==> config.mk <==
export PLATFORM = sky130hd
export DESIGN_NAME = ch_config_frame_decoder_flat
export DESIGN_NICKNAME = d
export VERILOG_FILES = /design/src/rtl/ch_config_frame_decoder_if.sv /design/src/rtl/ch_config_frame_decoder.sv /design/src/flat_wrapper.sv
export SDC_FILE = /design/constraint.sdc
export NUM_CORES = 1
export LEC_CHECK = 0
export CORE_AREA = 10 10 87 89
export DETAILED_ROUTE_END_ITERATION = 8
export DIE_AREA = 0 0 97 99
export HOLD_SLACK_MARGIN = 0.06
export PLACE_DENSITY = 0.82
export SKIP_CTS_REPAIR_TIMING = 1
export SLEW_MARGIN = 10
export SYNTH_ARGS = -nofsm -noshare
export SYNTH_HDL_FRONTEND = slang
export SYNTH_SLANG_ARGS = --single-unit
==> constraint.sdc <==
create_clock -name CLK_LOW -period 4 [get_ports CLK_LOW]
set_input_delay 0.4 -clock CLK_LOW [delete_from_list [all_inputs] [get_ports CLK_LOW]]
set_output_delay 0.4 -clock CLK_LOW [all_outputs]
set_load 0.02 [all_outputs]
==> src/rtl/ch_config_frame_decoder_if.sv <==
// Host command byte stream in, channel configuration write bus out.
// Master is the byte source / register side; slave is the frame decoder.
interface ch_config_frame_decoder_if #(
    parameter int NUM_CH = 2
);
    logic              rx_valid;
    logic [7:0]        rx_data;
    logic [NUM_CH-1:0] CH_CONFIG_WE;
    logic [7:0]        CH_CONFIG_ADDR;
    logic [7:0]        CH_CONFIG_DATA;

    modport master (
        output rx_valid,
        output rx_data,
        input  CH_CONFIG_WE,
        input  CH_CONFIG_ADDR,
        input  CH_CONFIG_DATA
    );

    modport slave (
        input  rx_valid,
        input  rx_data,
        output CH_CONFIG_WE,
        output CH_CONFIG_ADDR,
        output CH_CONFIG_DATA
    );
endinterface

==> src/rtl/ch_config_frame_decoder.sv <==
// Reassembles SYNC/CH/ADDR/DATA/CHK frames into per-channel register writes,
// rejecting bad checksums, bad channels and stalled frames.
module ch_config_frame_decoder #(
    parameter int NUM_CH         = 2,
    parameter int TIMEOUT_CYCLES = 25000
) (
    input  logic                            CLK_LOW,
    input  logic                            reset_n,
    ch_config_frame_decoder_if.slave        bus,
    output logic                            busy,
    output logic                            frame_err,
    output logic [1:0]                      err_code,
    output logic [7:0]                      err_cnt
);

    localparam logic [7:0] SYNC  = 8'hA5;
    localparam logic [7:0] BCAST = 8'hFF;
    localparam int TW = (TIMEOUT_CYCLES > 2) ? $clog2(TIMEOUT_CYCLES) : 1;
    localparam logic [TW-1:0] T_LAST = TW'(TIMEOUT_CYCLES - 1);

    typedef enum logic [2:0] {
        IDLE,
        GET_CH,
        GET_ADDR,
        GET_DATA,
        GET_CHK
    } state_t;

    state_t            state;
    state_t            state_n;
    logic [TW-1:0]     timer;
    logic [7:0]        ch_q;
    logic [7:0]        addr_q;
    logic [7:0]        data_q;
    logic [NUM_CH-1:0] we_q;
    logic [NUM_CH-1:0] we_d;
    logic [7:0]        addr_o;
    logic [7:0]        data_o;
    logic              timeout;
    logic              chk_ok;
    logic              ch_ok;
    logic              bcast;
    logic              commit;
    logic              err;
    logic [1:0]        code;

    assign bus.CH_CONFIG_WE   = we_q;
    assign bus.CH_CONFIG_ADDR = addr_o;
    assign bus.CH_CONFIG_DATA = data_o;

    // A byte arriving in the last allowed cycle keeps the frame alive.
    assign timeout = (state != IDLE) && !bus.rx_valid && (timer == T_LAST);
    assign chk_ok  = (bus.rx_data == (ch_q ^ addr_q ^ data_q));
    assign bcast   = (ch_q == BCAST);
    assign ch_ok   = bcast || (ch_q < 8'(NUM_CH));

    always_comb begin
        we_d = '0;
        for (int i = 0; i < NUM_CH; i++) begin
            we_d[i] = bcast || (ch_q == 8'(i));
        end
    end

    always_comb begin
        state_n = state;
        commit  = 1'b0;
        err     = 1'b0;
        code    = 2'b00;
        if (timeout) begin
            state_n = IDLE;
            err     = 1'b1;
            code    = 2'b11;
        end else if (bus.rx_valid) begin
            unique case (state)
                IDLE: begin
                    if (bus.rx_data == SYNC) begin
                        state_n = GET_CH;
                    end
                end
                GET_CH:   state_n = GET_ADDR;
                GET_ADDR: state_n = GET_DATA;
                GET_DATA: state_n = GET_CHK;
                GET_CHK: begin
                    state_n = IDLE;
                    if (!chk_ok) begin
                        err  = 1'b1;
                        code = 2'b01;
                    end else if (!ch_ok) begin
                        err  = 1'b1;
                        code = 2'b10;
                    end else begin
                        commit = 1'b1;
                    end
                end
                default: state_n = IDLE;
            endcase
        end
    end

    always_ff @(posedge CLK_LOW or negedge reset_n) begin
        if (!reset_n) begin
            state <= IDLE;
            timer <= '0;
            busy  <= 1'b0;
        end else begin
            state <= state_n;
            busy  <= (state_n != IDLE);
            if (state == IDLE || bus.rx_valid || timeout) begin
                timer <= '0;
            end else begin
                timer <= timer + 1'b1;
            end
        end
    end

    always_ff @(posedge CLK_LOW or negedge reset_n) begin
        if (!reset_n) begin
            ch_q   <= '0;
            addr_q <= '0;
            data_q <= '0;
        end else if (bus.rx_valid) begin
            if (state == GET_CH) begin
                ch_q <= bus.rx_data;
            end
            if (state == GET_ADDR) begin
                addr_q <= bus.rx_data;
            end
            if (state == GET_DATA) begin
                data_q <= bus.rx_data;
            end
        end
    end

    always_ff @(posedge CLK_LOW or negedge reset_n) begin
        if (!reset_n) begin
            we_q      <= '0;
            addr_o    <= '0;
            data_o    <= '0;
            frame_err <= 1'b0;
            err_code  <= 2'b00;
            err_cnt   <= '0;
        end else begin
            we_q      <= commit ? we_d : '0;
            frame_err <= err;
            if (commit) begin
                addr_o <= addr_q;
                data_o <= data_q;
            end
            if (err) begin
                err_code <= code;
                if (err_cnt != 8'hFF) begin
                    err_cnt <= err_cnt + 8'd1;
                end
            end
        end
    end

endmodule

==> src/flat_wrapper.sv <==
// flat-port wrapper written by rule: the top's interface ports become plain ports
module ch_config_frame_decoder_flat 
#(
    parameter int NUM_CH         = 2,
    parameter int TIMEOUT_CYCLES = 25000
)
  (CLK_LOW, reset_n, busy, frame_err, err_code, err_cnt, bus_rx_valid, bus_rx_data, bus_CH_CONFIG_WE, bus_CH_CONFIG_ADDR, bus_CH_CONFIG_DATA);
  ch_config_frame_decoder_if #(.NUM_CH(NUM_CH)) bus_i ();
  input  logic CLK_LOW;
  input  logic reset_n;
  output logic busy;
  output logic frame_err;
  output logic [1:0] err_code;
  output logic [7:0] err_cnt;
  input wire logic [$bits(bus_i.rx_valid)-1:0] bus_rx_valid;
  input wire logic [$bits(bus_i.rx_data)-1:0] bus_rx_data;
  output wire logic [$bits(bus_i.CH_CONFIG_WE)-1:0] bus_CH_CONFIG_WE;
  output wire logic [$bits(bus_i.CH_CONFIG_ADDR)-1:0] bus_CH_CONFIG_ADDR;
  output wire logic [$bits(bus_i.CH_CONFIG_DATA)-1:0] bus_CH_CONFIG_DATA;
  assign bus_i.rx_valid = bus_rx_valid;
  assign bus_i.rx_data = bus_rx_data;
  assign bus_CH_CONFIG_WE = bus_i.CH_CONFIG_WE;
  assign bus_CH_CONFIG_ADDR = bus_i.CH_CONFIG_ADDR;
  assign bus_CH_CONFIG_DATA = bus_i.CH_CONFIG_DATA;
  ch_config_frame_decoder #(.NUM_CH(NUM_CH), .TIMEOUT_CYCLES(TIMEOUT_CYCLES)) u_core (.CLK_LOW(CLK_LOW), .reset_n(reset_n), .bus(bus_i), .busy(busy), .frame_err(frame_err), .err_code(err_code), .err_cnt(err_cnt));
endmodule
-- Yosys cells after proc, flatten, opt, wreduce, memory -nomap -nowiden
Index checks and enable logic that the tools add are counted.
- flip-flop bits (word level): 72
- bits in latches: 0
- memory bits (writable): 0
- memory bits (read-only): 0
- input port bits: 11
- output and inout port bits: 30
- logic and storage cells: 64
- memories: 0
- add/sub/neg operators: 2
- multipliers: 0
- divide/modulo/power cells: 0
- order comparisons: 1
- equal/unequal tests: 10
- shift-type cells: 0
- multiplexer cells: 21
- bitwise operators: 2
- reductions and logical operators: 16
- operators by type and width (operator ; count):
    $eq 8x8->1 const B ; 2
    $xor 8x8->8 ; 2
    $add 15x1->15 const B ; 1
    $eq 15x15->1 const B ; 1
    $mux 15 ; 1
    $mux 2 ; 6
    $pmux 3 s4 ; 1
    $mux 1 ; 10
    $mux 3 ; 3
    $add 8x1->8 const B ; 1
    $eq 8x1->1 const B ; 1
    $eq 8x8->1 ; 1
    $logic_not 8->1 ; 1
    $lt 8x2->1 const B ; 1
    $ne 8x8->1 const B ; 1
    $reduce_and 2->1 ; 4
    $eq 3x2->1 const B ; 2
    $reduce_bool 3->1 ; 2
    $logic_or 1x1->1 ; 5
    $eq 3x1->1 const B ; 1
    $eq 3x3->1 const B ; 1
    $logic_not 3->1 ; 1
    $logic_and 1x1->1 ; 2
    $logic_not 1->1 ; 1

-- Longest topological paths before layout
- word-level depth: 8
- gate-level depth with buffers: 8
- mapped depth without buffers: 7

-- Worst setup path before layout
OpenSTA, ideal clock, no wires.
- kind: register to register
- from: register u_core.timer[0]
- to: register u_core.err_cnt[7]
- library setup time: 125 ps
- arrival: 2021 ps
- required time: 3875 ps
- path slack: 1855 ps
- cell stages (with the launch flop): 9
- path buffers: 1
- clock period less this slack: 2145 ps
- cell sequence: dfrtp_1 -> ha_1 -> nor4bb_1 -> nand3_1 -> nor4_2 -> or2_2 -> buf_2 -> o2111ai_1 -> mux2_2
- cells in the longest elaborated chain, start to end: 4
- RTL lines (what ; line ; source):
    start, declared ; ch_config_frame_decoder.sv:31 ; logic [TW-1:0] timer;
    start signal, assigned ; ch_config_frame_decoder.sv:111 ; timer <= timer + 1'b1;
    $eq 15x15->1 ; ch_config_frame_decoder.sv:52 ; assign timeout = (state != IDLE) && !bus.rx_valid && (timer == T_LAST);
    $logic_and 1x1->1 ; ch_config_frame_decoder.sv:52 ;
    $mux 1 ; ch_config_frame_decoder.sv:69 ; if (timeout) begin
    $reduce_and 2->1 (no line) ; - ;
    end signal, assigned ; ch_config_frame_decoder.sv:152 ; err_cnt <= err_cnt + 8'd1;
    end, declared ; ch_config_frame_decoder.sv:13 ; output logic [7:0] err_cnt
Every way passes these cells.
A chain may end at the register's enable or synchronous reset.

-- Final worst setup path
- from: input port bus_rx_data[1]
- to: register u_core.addr_o[2] (netlist: u_core.bus.CH_CONFIG_ADDR[2])
- cells in the longest elaborated chain, start to end: 5
- RTL lines (what ; line ; source):
    start, declared ; flat_wrapper.sv:16 ; input wire logic [$bits(bus_i.rx_data)-1:0] bus_rx_data;
    $eq 8x8->1 ; ch_config_frame_decoder.sv:53 ; assign chk_ok = (bus.rx_data == (ch_q ^ addr_q ^ data_q));
    $mux 1 ; ch_config_frame_decoder.sv:85 ; if (!chk_ok) begin
    $mux 1 ; ch_config_frame_decoder.sv:74 ; unique case (state)
    $mux 1 ; ch_config_frame_decoder.sv:73 ; end else if (bus.rx_valid) begin
    $mux 1 ; ch_config_frame_decoder.sv:69 ;
    end signal, assigned ; ch_config_frame_decoder.sv:146 ; addr_o <= addr_q;
    end, declared ; ch_config_frame_decoder.sv:37 ; logic [7:0] addr_o;
Every way passes these cells.

==> out/qor.yml <==
run_status:
  status: "completed"
grt:
  grt_max_degree: 39
  first_pass_grt_wire_length_um: 11270
  first_global_vias: 2334
  grt_usage: 0.1428
  overflow: 0
  grt_antenna_before_repair: 0
power:
  p_switching_w: 0.0007938
  swShare: 0.3347
  power.share.sequential: 0.457
  power_report.internal_total_w: 0.001578
  power_frac_comb: 0.304
  worst_vdd_rail_ir_drop_mv: 0.3612
  pwr_density_cell_nw_per_um2: 593.3
  leakage_power_figure_nw: 1.725
  clkPwrFrac: 0.239
cts:
  clock_slew_at_reported_path_ffs_ns: 0.08
  ctsHtreeMaxLevel: 3
  cts_tree: "yes"
  cts-root-to-sink-buffers: 2
  cts_buffers: 9
  clk-insertion-delay-late_ns: 0.35
  cts_num_sinks: 72
  root_buffer: "sky130_fd_sc_hd__clkbuf_8"
yosys:
  synth_most_common_cell: "sky130_fd_sc_hd__dfrtp_1"
  syn_nets: 289
  async_set_reset_flop_share_out_of_synthesis: 1.000
  syn-cell-area_um2: 3341
  ys.flop_type: "sky130_fd_sc_hd__dfrtp_1"
  synth_enable_flop_cells: 0
  synth-seq-area-share: 0.5393
  netlist-cell-type-count: 38
  synth.top_cells.by_count: "sky130_fd_sc_hd__dfrtp_1, sky130_fd_sc_hd__mux2_2, sky130_fd_sc_hd__nor2_1"
  syn-mean-instance-area_um2: 12.10
  netlist_instances: 276
  postSynthRegisterBits: 72
  post-synth-top-area-fraction: 0.5393
  yosysWarningCount: 0
  synth.top_cells.by_area: "sky130_fd_sc_hd__dfrtp_1, sky130_fd_sc_hd__mux2_2, sky130_fd_sc_hd__xnor2_1"
  synth_top_cell_by_area: "sky130_fd_sc_hd__dfrtp_1"
floorplanning:
  die_w_um: 97
  die_height_um: 99
  start_util: 0.5710
  die_area_um2: 9603
  placeableCoreArea_um2: 5851
  ports_placed_on_the_boundary: 41
  row_count: 28
timing:
  worst-slew-pin-transition_ns: 0.8634
  period_share: 0.6692
  setup_total_negative_slack_ns: 0
  worst_clock_skew_ns: 0.009054
  finalWorstSetupSlack_ns: 1.323
  maxSlewViolCount: 0
  report.final.hold_viol_count: 0
  fmax_mhz: 373.6
  setup_violations: 0
  slew_headroom: 0.4225
  grt_setup_unrepaired: "false"
  finalCriticalPeriod_ns: 2.677
drt:
  routed_wl_um: 6469
  avgViaCountPerCell: 5.581
  routed_wire_length_per_instance_um: 16.13
  drt_pass1_iterations: 4
  iteration_0_drc_count_of_the_detailed_router: 70
  route.antenna.remaining_nets: 0
  via_count_of_the_routed_design: 2238
  drc: 0
hold_path:
  worstHoldPathType: "input port to asynchronous set/reset pin"
worst_setup_path:
  cp-start-kind: "input port"
  regToRegSetupSlack_ns: 1.48
  worstSetupEndpointType: "flop"
  reg2reg_to: "u_core.bus.CH_CONFIG_ADDR[2]$_DFFE_PN0P_"
  crit_type: "input port to flop"
  arrival_ns: 2.90
  timing.reg2reg.worst_path_depth: 6
  worstPathMaxFanout: 18
  worstReg2RegStart: "u_core.ch_q[4]$_DFFE_PN0P_"
  worst_ep_required_time_ns: 4.23
final_layout:
  post_route_cells_drive_above_1_share: 0.1810
  design.final.nets: 334
  ant_diodes: 0
  area_growth_syn_to_layout_pct: 19.66
placement:
  hpwlAfterDp_um: 4603
  portBuffers: 40
  gp_routability_congestion: 0.8153
  dp_slack_ns: 0.9262
run:
  drv_cap: 0
## power groups by stage
stage / Clock, W / Sequential [W] / Combinational, W
detailed placement: 0 / 0.00109 / 0.000727
finish: 0.000566 / 0.00108 / 0.000721
global placement: 0 / 0.00109 / 0.000703
floorplan: 0 / 0.00107 / 0.000533
CTS: 0.000584 / 0.00108 / 0.000733
global route: 0.000619 / 0.00111 / 0.000795
## metrics by stage
step / std cells / area, um^2 / hold WS [ns] / utilization / power (W)
3_3_place_gp: 385 / 3801 / 0.4657 / 0.6497 / 0.001792
4_1_cts: 401 / 3998 / 0.1775 / 0.6833 / 0.002399
2_1_floorplan: 276 / 3341 / 0.1044 / - / 0.001607
5_1_grt: 401 / 3998 / 0.2126 / 0.6833 / 0.002526
6_report: 401 / 3998 / 0.1586 / 0.6833 / 0.002372
3_5_place_dp: 385 / 3801 / 0.4774 / 0.6497 / 0.001822
## cell type report
cell class | count | area [um^2]
timing repair buffer | 41 | 402.9
multi-input combinational | 196 | 1499
sequential | 72 | 1802
clock inverter | 6 | 68.82
clock buffer | 10 | 127.6
tap | 75 | 93.84
fill | 441 | 1853
inverter | 1 | 3.754
## layer usage
metal / track usage / up-vias / wire [um]
met5: 0 / - / 0
met4: 0.06129 / 0 / 61
met3: 0.05028 / 8 / 389
met2: 0.2341 / 42 / 3189
met1: 0.1660 / 1121 / 2828
li1: - / 1067 / -
## flip-flops by register name, indices dropped and copies added (netlist names)
name,cells
u_core.addr_q,8
u_core.bus.CH_CONFIG_ADDR,8
u_core.bus.CH_CONFIG_DATA,8
u_core.bus.CH_CONFIG_WE,2
u_core.busy,1
u_core.ch_q,8
u_core.data_q,8
u_core.err_cnt,8
u_core.err_code,2
u_core.frame_err,1
u_core.state,3
u_core.timer,15
## worst max-delay path by stage
stage | start | to | slack (ns) | cells after the start
CTS | bus_rx_data[1] | u_core.bus.CH_CONFIG_ADDR[2]$_DFFE_PN0P_ | 1.33 | 7
global route | bus_rx_data[4] | u_core.bus.CH_CONFIG_ADDR[2]$_DFFE_PN0P_ | 1.18 | 7
detailed placement | bus_rx_data[1] | u_core.bus.CH_CONFIG_ADDR[1]$_DFFE_PN0P_ | 0.93 | 7
finish | bus_rx_data[1] | u_core.bus.CH_CONFIG_ADDR[2]$_DFFE_PN0P_ | 1.32 | 7
floorplan | u_core.timer[0]$_DFF_PN0_ | u_core.err_cnt[7]$_DFFE_PN0P_ | 1.85 | 8
global placement | bus_rx_data[5] | u_core.bus.CH_CONFIG_DATA[0]$_DFFE_PN0P_ | 1.05 | 7
## cells by family (layout without fill, tap and decap cells)
kind of cell / Yosys count / after routing / share of synthesized area
compound gates: 22 / 22 / 0.04383
flops: 72 / 72 / 0.5393
buf+inv: 8 / 58 / 0.01198
mux: 43 / 43 / 0.1449
simple gates: 90 / 90 / 0.1502
fa+ha+maj: 2 / 2 / 0.007489
xor+xnor: 39 / 39 / 0.1022
## cell usage in the layout, fill, tap and decap left out, types with 2 or more instances in the layout
| master | n |
|---|---|
| sky130_fd_sc_hd__mux2_1 | 8 |
| sky130_fd_sc_hd__nor3_1 | 3 |
| sky130_fd_sc_hd__nor4_2 | 3 |
| sky130_fd_sc_hd__nor2_1 | 27 |
| sky130_fd_sc_hd__clkdlybuf4s50_1 | 39 |
| sky130_fd_sc_hd__and3_1 | 6 |
| sky130_fd_sc_hd__nand3_1 | 11 |
| sky130_fd_sc_hd__xnor2_1 | 23 |
| sky130_fd_sc_hd__xor2_1 | 16 |
| sky130_fd_sc_hd__dfrtp_1 | 72 |
| sky130_fd_sc_hd__nor4b_1 | 2 |
| sky130_fd_sc_hd__clkbuf_8 | 9 |
| sky130_fd_sc_hd__and2_1 | 4 |
| sky130_fd_sc_hd__o22a_1 | 3 |
| sky130_fd_sc_hd__clkinv_4 | 2 |
| sky130_fd_sc_hd__mux2_2 | 35 |
| sky130_fd_sc_hd__o21a_1 | 3 |
| sky130_fd_sc_hd__o21ai_0 | 6 |
| sky130_fd_sc_hd__ha_1 | 2 |
| sky130_fd_sc_hd__nand2_1 | 13 |
| sky130_fd_sc_hd__nor4bb_1 | 4 |
| sky130_fd_sc_hd__nand4_1 | 7 |
| sky130_fd_sc_hd__a21oi_1 | 4 |
| sky130_fd_sc_hd__nand2b_1 | 3 |
| sky130_fd_sc_hd__or2_2 | 2 |
## worst max-delay path: stages
cell and delay [ns]:
sky130_fd_sc_hd__clkdlybuf4s50_1 0.57, sky130_fd_sc_hd__xor2_1 0.21, sky130_fd_sc_hd__xnor2_1 0.11, sky130_fd_sc_hd__nor4_2 0.30, sky130_fd_sc_hd__nand2_1 0.14, sky130_fd_sc_hd__nor3_4 0.75
sky130_fd_sc_hd__mux2_2 0.42
Note: power is estimated with default switching activity, not from simulation.
